**src/rtl/johnson_sequencer.sv**
```systemverilog
`default_nettype none
// ============================================================================
//  Module      : johnson_sequencer
//  Description : Owns and sequences a WIDTH-bit Johnson (twisted-ring) phase
//                counter. Supports start / stop / single-step control,
//                direction select, a programmable lap target, pattern preload
//                and detection of illegal preload patterns.
//  Ports       : clk         - clock, rising edge
//                rst_n       - asynchronous active-low reset
//                start_i     - start from IDLE / resume from PAUSE
//                stop_i      - pause in RUN / abort to IDLE from PAUSE
//                step_i      - single advance in IDLE or PAUSE
//                dir_i       - 1 = forward, 0 = reverse
//                laps_i      - lap target (0 = run until stopped)
//                ld_i        - load ld_val_i into phase (IDLE only)
//                ld_val_i    - pattern to load
//                phase_o     - Johnson pattern
//                phase_idx_o - index of phase in the forward sequence
//                busy_o      - state is RUN or PAUSE
//                lap_o       - one-cycle pulse, wrap on previous edge
//                done_o      - one-cycle pulse, lap target reached
//                err_o       - sticky, illegal pattern was loaded
//  Revision    : 1.0 - initial release
// ============================================================================
module johnson_sequencer #(
    parameter int WIDTH = 4,
    parameter int CNT_W = 8,
    parameter int IDX_W = $clog2(2*WIDTH)
) (
    input  logic             clk,
    input  logic             rst_n,
    input  logic             start_i,
    input  logic             stop_i,
    input  logic             step_i,
    input  logic             dir_i,
    input  logic [CNT_W-1:0] laps_i,
    input  logic             ld_i,
    input  logic [WIDTH-1:0] ld_val_i,
    output logic [WIDTH-1:0] phase_o,
    output logic [IDX_W-1:0] phase_idx_o,
    output logic             busy_o,
    output logic             lap_o,
    output logic             done_o,
    output logic             err_o
);

    localparam logic [IDX_W-1:0] LAST_IDX = IDX_W'(2*WIDTH - 1);

    typedef enum logic [1:0] {
        S_IDLE  = 2'd0,
        S_RUN   = 2'd1,
        S_PAUSE = 2'd2,
        S_DONE  = 2'd3
    } state_e;

    // A Johnson pattern has at most one boundary between its run of ones
    // and its run of zeros.
    function automatic logic is_legal(input logic [WIDTH-1:0] v);
        int n;
        n = 0;
        for (int i = 0; i < WIDTH-1; i++) begin
            if (v[i] != v[i+1]) n++;
        end
        return (n <= 1);
    endfunction

    // Ones fill from the LSB during the first half-revolution and drain from
    // the LSB during the second, so the popcount plus the MSB gives the index.
    function automatic logic [IDX_W-1:0] pattern_idx(input logic [WIDTH-1:0] v);
        int pop;
        pop = 0;
        for (int i = 0; i < WIDTH; i++) begin
            if (v[i]) pop++;
        end
        if (v[WIDTH-1]) return IDX_W'(2*WIDTH - pop);
        else            return IDX_W'(pop);
    endfunction

    state_e             state_q,   state_d;
    logic [WIDTH-1:0]   phase_q,   phase_d;
    logic [IDX_W-1:0]   idx_q,     idx_d;
    logic [CNT_W-1:0]   lap_cnt_q, lap_cnt_d;
    logic [CNT_W-1:0]   laps_q,    laps_d;
    logic               busy_q,    busy_d;
    logic               lap_q,     lap_d;
    logic               done_q,    done_d;
    logic               err_q,     err_d;

    logic               adv;
    logic               count;
    logic               wrap;
    logic [CNT_W-1:0]   lap_cnt_inc;

    assign lap_cnt_inc = lap_cnt_q + CNT_W'(1);

    always_comb begin
        state_d   = state_q;
        phase_d   = phase_q;
        idx_d     = idx_q;
        lap_cnt_d = lap_cnt_q;
        laps_d    = laps_q;
        err_d     = err_q;
        lap_d     = 1'b0;
        done_d    = 1'b0;
        adv       = 1'b0;
        count     = 1'b0;
        wrap      = 1'b0;

        case (state_q)
            S_IDLE: begin
                // stop has no meaning in IDLE, so it is not decoded here
                if (start_i) begin
                    state_d   = S_RUN;
                    lap_cnt_d = '0;
                    err_d     = 1'b0;
                    laps_d    = laps_i;
                end else if (step_i) begin
                    adv = 1'b1;
                end else if (ld_i) begin
                    if (is_legal(ld_val_i)) begin
                        phase_d = ld_val_i;
                        idx_d   = pattern_idx(ld_val_i);
                    end else begin
                        phase_d = '0;
                        idx_d   = '0;
                        err_d   = 1'b1;
                    end
                end
            end
            S_RUN: begin
                if (stop_i) begin
                    state_d = S_PAUSE;
                end else begin
                    adv   = 1'b1;
                    count = 1'b1;
                end
            end
            S_PAUSE: begin
                if (stop_i) begin
                    state_d = S_IDLE;
                end else if (start_i) begin
                    state_d = S_RUN;
                end else if (step_i) begin
                    adv   = 1'b1;
                    count = 1'b1;
                end
            end
            default: begin
                state_d = S_IDLE;
            end
        endcase

        if (adv) begin
            if (dir_i) begin
                phase_d = {phase_q[WIDTH-2:0], ~phase_q[WIDTH-1]};
                idx_d   = (idx_q == LAST_IDX) ? '0 : idx_q + IDX_W'(1);
                wrap    = (idx_q == LAST_IDX);
            end else begin
                phase_d = {~phase_q[0], phase_q[WIDTH-1:1]};
                idx_d   = (idx_q == '0) ? LAST_IDX : idx_q - IDX_W'(1);
                wrap    = (idx_q == '0);
            end
        end

        if (wrap) begin
            lap_d = 1'b1;
            if (count) begin
                lap_cnt_d = lap_cnt_inc;
                if ((laps_q != '0) && (lap_cnt_inc == laps_q)) begin
                    state_d = S_DONE;
                    done_d  = 1'b1;
                end
            end
        end

        busy_d = (state_d == S_RUN) || (state_d == S_PAUSE);
    end

    always_ff @(posedge clk or negedge rst_n) begin
        if (!rst_n) begin
            state_q   <= S_IDLE;
            phase_q   <= '0;
            idx_q     <= '0;
            lap_cnt_q <= '0;
            laps_q    <= '0;
            busy_q    <= 1'b0;
            lap_q     <= 1'b0;
            done_q    <= 1'b0;
            err_q     <= 1'b0;
        end else begin
            state_q   <= state_d;
            phase_q   <= phase_d;
            idx_q     <= idx_d;
            lap_cnt_q <= lap_cnt_d;
            laps_q    <= laps_d;
            busy_q    <= busy_d;
            lap_q     <= lap_d;
            done_q    <= done_d;
            err_q     <= err_d;
        end
    end

    assign phase_o     = phase_q;
    assign phase_idx_o = idx_q;
    assign busy_o      = busy_q;
    assign lap_o       = lap_q;
    assign done_o      = done_q;
    assign err_o       = err_q;

endmodule
`default_nettype wire

```
**config.mk**
```make
export PLATFORM = sky130hd
export DESIGN_NAME = johnson_sequencer
export DESIGN_NICKNAME = d
export VERILOG_FILES = /design/src/rtl/johnson_sequencer.sv
export SDC_FILE = /design/constraint.sdc
export NUM_CORES = 1
export LEC_CHECK = 0
export ABC_CLOCK_PERIOD_IN_PS = 2000
export CORE_MARGIN = 1.5
export CORE_UTILIZATION = 49
export CTS_CLUSTER_SIZE = 12
export DETAILED_ROUTE_END_ITERATION = 8
export PLACE_DENSITY = 0.76
export REMOVE_ABC_BUFFERS = 1
export SETUP_SLACK_MARGIN = 0.02
export SLEW_MARGIN = 20
export SYNTH_ARGS = -nofsm -noshare
export SYNTH_HDL_FRONTEND = slang
export SYNTH_SLANG_ARGS = --single-unit
export TNS_END_PERCENT = 100
```
**constraint.sdc**
```tcl
create_clock -name clk -period 2 [get_ports clk]
set_input_delay 0.5 -clock clk [delete_from_list [all_inputs] [get_ports clk]]
set_output_delay 0.5 -clock clk [all_outputs]
set_load 0.01 [all_outputs]
```
## Word-level counts from Yosys, hierarchy flattened

Cells that the tools add are included.

- Order comparisons: 1
- Reductions and logical operators: 11
- Add/sub/neg operators: 9
- Equal/unequal tests: 13
- Multiplexer cells: 83
- Bitwise logic cells: 2

Operator list:

| kind | count |
|---|---|
| two-way mux 32 bit | 14 |
| two-way mux 3 bit | 33 |
| adder 32 x 2 -> 32 bit, second input constant | 2 |
| less-or-equal comparator 32 x 2 -> 1 bit, second input constant | 1 |
| two-way mux 8 bit | 4 |
| two-way mux 4 bit | 7 |
| two-way mux 1 bit | 16 |
| two-way mux 2 bit | 6 |
| adder 3 x 2 -> 3 bit, second input constant | 3 |
| adder 8 x 1 -> 8 bit, second input constant | 1 |
| == test 8 bit | 1 |
| AND reduction 4 bit | 2 |
| nonzero test 8 bit | 1 |
| case mux 2 bit (3 select lines) | 1 |
| nonzero test 2 bit | 3 |
| == test 2 x 1 -> 1 bit, second input constant | 2 |
| == test 2 bit, second input constant | 2 |
| inequality test 2 x 1 -> 1 bit, second input constant | 2 |
| inequality test 2 bit, second input constant | 2 |
| adder 3 x 1 -> 3 bit, second input constant | 1 |
| == test 3 bit, second input constant | 1 |
| logical NOT 3 bit | 1 |
| inequality test 1 bit | 3 |
| case mux 1 bit (3 select lines) | 1 |
| 8 further kinds | 9 |

- Bits in registers: 29
- Input bits: 19
- Output and inout bits: 11

## Depth between registers and ports, before layout

- Word-level depth: 53
- Gate-level depth with buffers: 10
- Mapped depth without buffers: 10

## Worst setup path after synthesis

No wires, ideal clock.

- Kind: input-to-reg
- Start: input port ld_val_i[0]
- End: register idx_q[2] (netlist: phase_idx_o[2])
- Slack: -248 ps
- Data required time: 1922 ps
- Library setup time: 78 ps
- Stages on the path: 10
- Path buffers: 0
- Arrival time: 2170 ps
- Path through: inv_1 -> ha_1 -> xor2_1 -> ha_1 -> inv_1 -> maj3_1 -> o32ai_1 -> o2bb2ai_1 -> a221oi_1 -> a21oi_1

- Word-level cells in the longest chain between the ends: 35

Ends and longest elaborated chain:

| element | line | RTL |
|---|---|---|
| start: declaration | 38 | `input logic [WIDTH-1:0] ld_val_i,` |
| branches (longest 29 deep; another with adder 32 x 2 -> 32 bit) | -- |  |
| two-way mux 3 bit (*) | 120 | `if (is_legal(ld_val_i)) begin` |
| two-way mux 3 bit (*) | 119 | `end else if (ld_i) begin` |
| two-way mux 3 bit (*) | 117 | `end else if (step_i) begin` |
| two-way mux 3 bit (*) | 112 | `if (start_i) begin` |
| two-way mux 3 bit (*) | 109 | `case (state_q)` |
| two-way mux 3 bit (*) | 153 | `if (adv) begin` |
| end signal: assignment | 193 | `idx_q <= idx_d;` |
| end: declaration | 81 | `logic [IDX_W-1:0] idx_q, idx_d;` |

Every way passes the cells marked *. The select of a mux whose other input is x is not followed.
A chain may end at the register's enable or synchronous reset.

## Final worst setup path

- Start: register idx_q[0] (netlist: phase_idx_o[0])
- End: register lap_cnt_q[2]

- Word-level cells in the longest chain between the ends: 4

Ends and longest elaborated chain:

| element | line | RTL |
|---|---|---|
| == test 3 bit / logical NOT 3 bit (equally long branches) | 157, 161 |  |
| two-way mux 1 bit (*) | 154 | `if (dir_i) begin` |
| two-way mux 1 bit (*) | 153 |  |
| two-way mux 8 bit (*) | 165 | `if (wrap) begin` |
| via lap_cnt_d[2] | 82 | `logic [CNT_W-1:0] lap_cnt_q, lap_cnt_d;` |
| end signal: assignment | 194 | `lap_cnt_q <= lap_cnt_d;` |
| end: declaration | 82 |  |

The timed path passes the listed nets; every way through them passes the cells marked *.

==> out/metrics.yaml <==
track_usage_pct: 27.71
drv.max_cap_violation_count: 0
initial_core_util_pct: 52.29
antenna_cells_inserted: 0
crit-reg2reg-launch: "phase_idx_o[0]"
synth_seq_cells: 29
seq_area_frac_synth_pct: 36.80
clk_slew_on_worst_s_h_paths_ps: 80
synth_enable_flop_cells: 0
synth.distinct_cells: 50
path_max_fanout: 8
synth.avg_cell_area_um2: 9.480
timing_worst_slew_pin_value_ps: 387.7
post-route-worst-setup-slack_ps: -131.6
drt_drc_violations_left: 0
synth.cell_area_um2: 1972
floorplan.die.height_um: 66.44
buffer_ports.inserted: 29
detail_route.iter0.violations: 142
worst-endpoint-required_ps: 2190
failing_checks: "setup timing"
synthDominantAreaCellType: "sky130_fd_sc_hd__dfrtp_1"
cts_inserted_buffers: 5
final_cells: 338
first_global_vias: 2011
crit_path_top_delay_cell: "sky130_fd_sc_hd__a221o_2"
cts_sinks: 29
initial_antenna_violation_count: 0
detail_route.vias_per_cell: 6.006
min-delay-path-class: "flip-flop to flip-flop"
final_min_period_over_clock_period_pct: 106.6
grt_setup_unrepaired: "true"
synth_to_final_area_change_pct: 54.76
worstPathCellList: "buf_4 > buf_4 > ha_2 > ha_4 > nand2_1 > a221o_2 > buf_4 > nor2_1 > o21ai_1 > o21ai_1"
synthesis.instances: 208
detailedRoute.firstPassIterationCount: 4
fp.dieArea_um2: 4414
nets: 322
num_vias: 2030
worst_ep_arrival_time_ps: 2330
synth_async_sr_flop_share_pct: 100.0
report.final.hold_viol_count: 0
relSlewSlack_pct: 73.97
ys.flop_type: "sky130_fd_sc_hd__dfrtp_1"
cell_with_the_most_instances_after_synthesis: "sky130_fd_sc_hd__dfrtp_1"
tritoncts_clock_tree: "built"
grt-ovfl-total: 0
synth_top_cell_area_share_pct: 36.80
timing.final.crit_period_ps: 2132
report.final.slew_viol_count: 0
synthTopCellsByCount: "sky130_fd_sc_hd__dfrtp_1, sky130_fd_sc_hd__inv_1, sky130_fd_sc_hd__ha_1, sky130_fd_sc_hd__o21ai_0, sky130_fd_sc_hd__nor2_1"
gp_congestion: 0.8103
worst_setup_path_startpoint: "phase_idx_o[0]"
peakVddDrop_mv: 0.8097
hold_start: "lap_cnt_q[7]"
clk_latency_ps: 300
worstSetupStartpointType: "flip-flop"
clk_path_buf_depth: 2
timing.critical_path.slowest_cell_delay_ps: 440
route.final.wire_length_mm: 6.872
placeableCoreArea_um2: 3771
outcome: "finished with violations"
layout_cell_share_with_drive_strength_beyond_1_pct: 40.00
wire_length_of_the_first_global_routing_pass_mm: 9.142
wl_per_cell_um: 20.33
grt_start_max_net_pins: 30
clockRootBuffer: "sky130_fd_sc_hd__clkbuf_8"
power_per_cell_area_nw_per_um2: 1154
nFillCells: 191
p_total_mw: 3.520
placementRows: 22
p_leak_nw: 1.369
synth.area.top_cells: "sky130_fd_sc_hd__dfrtp_1, sky130_fd_sc_hd__ha_1, sky130_fd_sc_hd__mux2_2"
timing.setup.tns_ps: -987.1
cts_max_level: 2
dpl.cell_count: 318
fin_worst_skew_ps: 15.04
fmaxAchievable_ghz: 0.4691
total_setup_violations_reported_at_the_end_of_the_flow: 15
path_common_cell: "sky130_fd_sc_hd__buf_4"
top_level_ports: 30
critPathKind: "flip-flop to flip-flop"
die_x_um: 66.44
dp_hpwl_mm: 3.395
worstSetupEndpointType: "flip-flop"
finish.utilization_pct: 80.92
yosys_warnings: 0
hold_buffers: 0
route.antenna.remaining_nets: 0
-- metrics by stage --
| stage | hold slack [ps] | area, um2 | worst slack, ps |
|---|---|---|---|
| finish | 509.9 | 3052 | -131.6 |
| global route | 527.5 | 3052 | -189.5 |
| CTS | 504.3 | 2860 | 6.251 |
| detailed placement | 491.5 | 2609 | -784.3 |
| global placement | 478.4 | 2609 | -716.4 |
| floorplan | 204.4 | 1926 | -249.5 |
-- what timing repair did --
item	in CTS	in global routing
hold endpoints to repair	0	0
resized for setup	51	29
setup buffers	5	7
pin swaps	11	10
setup endpoints to repair	16	20
-- layout make-up --
| type | count | area, um2 | share of cell area [%] |
|---|---|---|---|
| multi-input cells | 153 | 1369 | 44.85 |
| well taps | 48 | 60.06 | 1.968 |
| inverters | 18 | 75.07 | 2.460 |
| clock inverters | 1 | 5.005 | 0.1640 |
| flip-flops and latches | 29 | 725.7 | 23.78 |
| clock buffers | 7 | 96.34 | 3.157 |
| repair buffers | 82 | 720.7 | 23.62 |
-- kinds of logic (layout without fill, tap and decap cells) --
kind of cell               count (synthesis)  count (layout)  synth area share (%)
AOI/OAI and AO/OA                         58              58                 19.80
xor gates and xnor gates                  17              17                 7.551
adders and majority gates                 15              15                 9.391
buffers and inverters                     26             108                 5.773
DFF                                       29              29                 36.80
muxes                                     12              12                 6.599
and+or+nand+nor                           51              51                 14.09
-- flip-flops by register name, indices dropped and copies added (netlist names) --
name,flops
busy_o,1
phase_idx_o,3
lap_cnt_q,8
laps_q,8
err_o,1
done_o,1
lap_o,1
state_q,2
phase_o,4
-- critical path: cells and delay by family (launching register included) --
kind / cells / cell delay [ps]
AOI/OAI and AO/OA: 3 / 670
buffers and inverters: 3 / 460
DFF: 1 / 400
adders and majority gates: 2 / 340
and+or+nand+nor: 2 / 170
-- cell usage in the layout, fill, tap and decap left out, types with 4 or more instances in the layout --
cell type,instances
sky130_fd_sc_hd__buf_4,49
sky130_fd_sc_hd__dfrtp_1,29
sky130_fd_sc_hd__clkdlybuf4s50_1,22
sky130_fd_sc_hd__inv_1,13
sky130_fd_sc_hd__xnor2_1,10
sky130_fd_sc_hd__a21oi_1,10
sky130_fd_sc_hd__nor2_1,10
sky130_fd_sc_hd__mux2_2,8
sky130_fd_sc_hd__ha_1,8
sky130_fd_sc_hd__nand2_1,7
sky130_fd_sc_hd__clkbuf_8,7
sky130_fd_sc_hd__nand3_1,6
sky130_fd_sc_hd__o21ai_0,6
sky130_fd_sc_hd__xor2_1,5
sky130_fd_sc_hd__o21ai_1,5
sky130_fd_sc_hd__ha_4,5
sky130_fd_sc_hd__mux2i_1,4
sky130_fd_sc_hd__dlygate4sd2_1,4
-- final timing paths --
| kind | endpoint | slack, ps | cells past startpoint |
|---|---|---|---|
| max reg2reg | lap_cnt_q[2] | -130 | 10 |
| max in group asynchronous | laps_q[0] | 1080 | 2 |
| min reg2reg | lap_cnt_q[7] | 510 | 1 |
| min in group asynchronous | lap_cnt_q[2] | 610 | 2 |
| max | lap_cnt_q[2] | -130 | 10 |
| min | lap_cnt_q[7] | 510 | 1 |
-- metal layers --
layer	up-vias	share of wire (%)	GRT usage (%)
met5	-	0	0
met4	0	5.4	14.29
met3	27	4.8	4.429
li1	910	-	-
met2	87	49	46.00
met1	1006	40	34.48
-- report_power, final --
part	switching [mW]	total [mW]	internal (mW)	leakage (nW)
sequential	0.243	1.03	0.787	0.363
combinational	0.878	1.92	1.04	0.952
clock	0.261	0.573	0.311	0.0542
No activity file was read; power rests on OpenSTA's default activity.
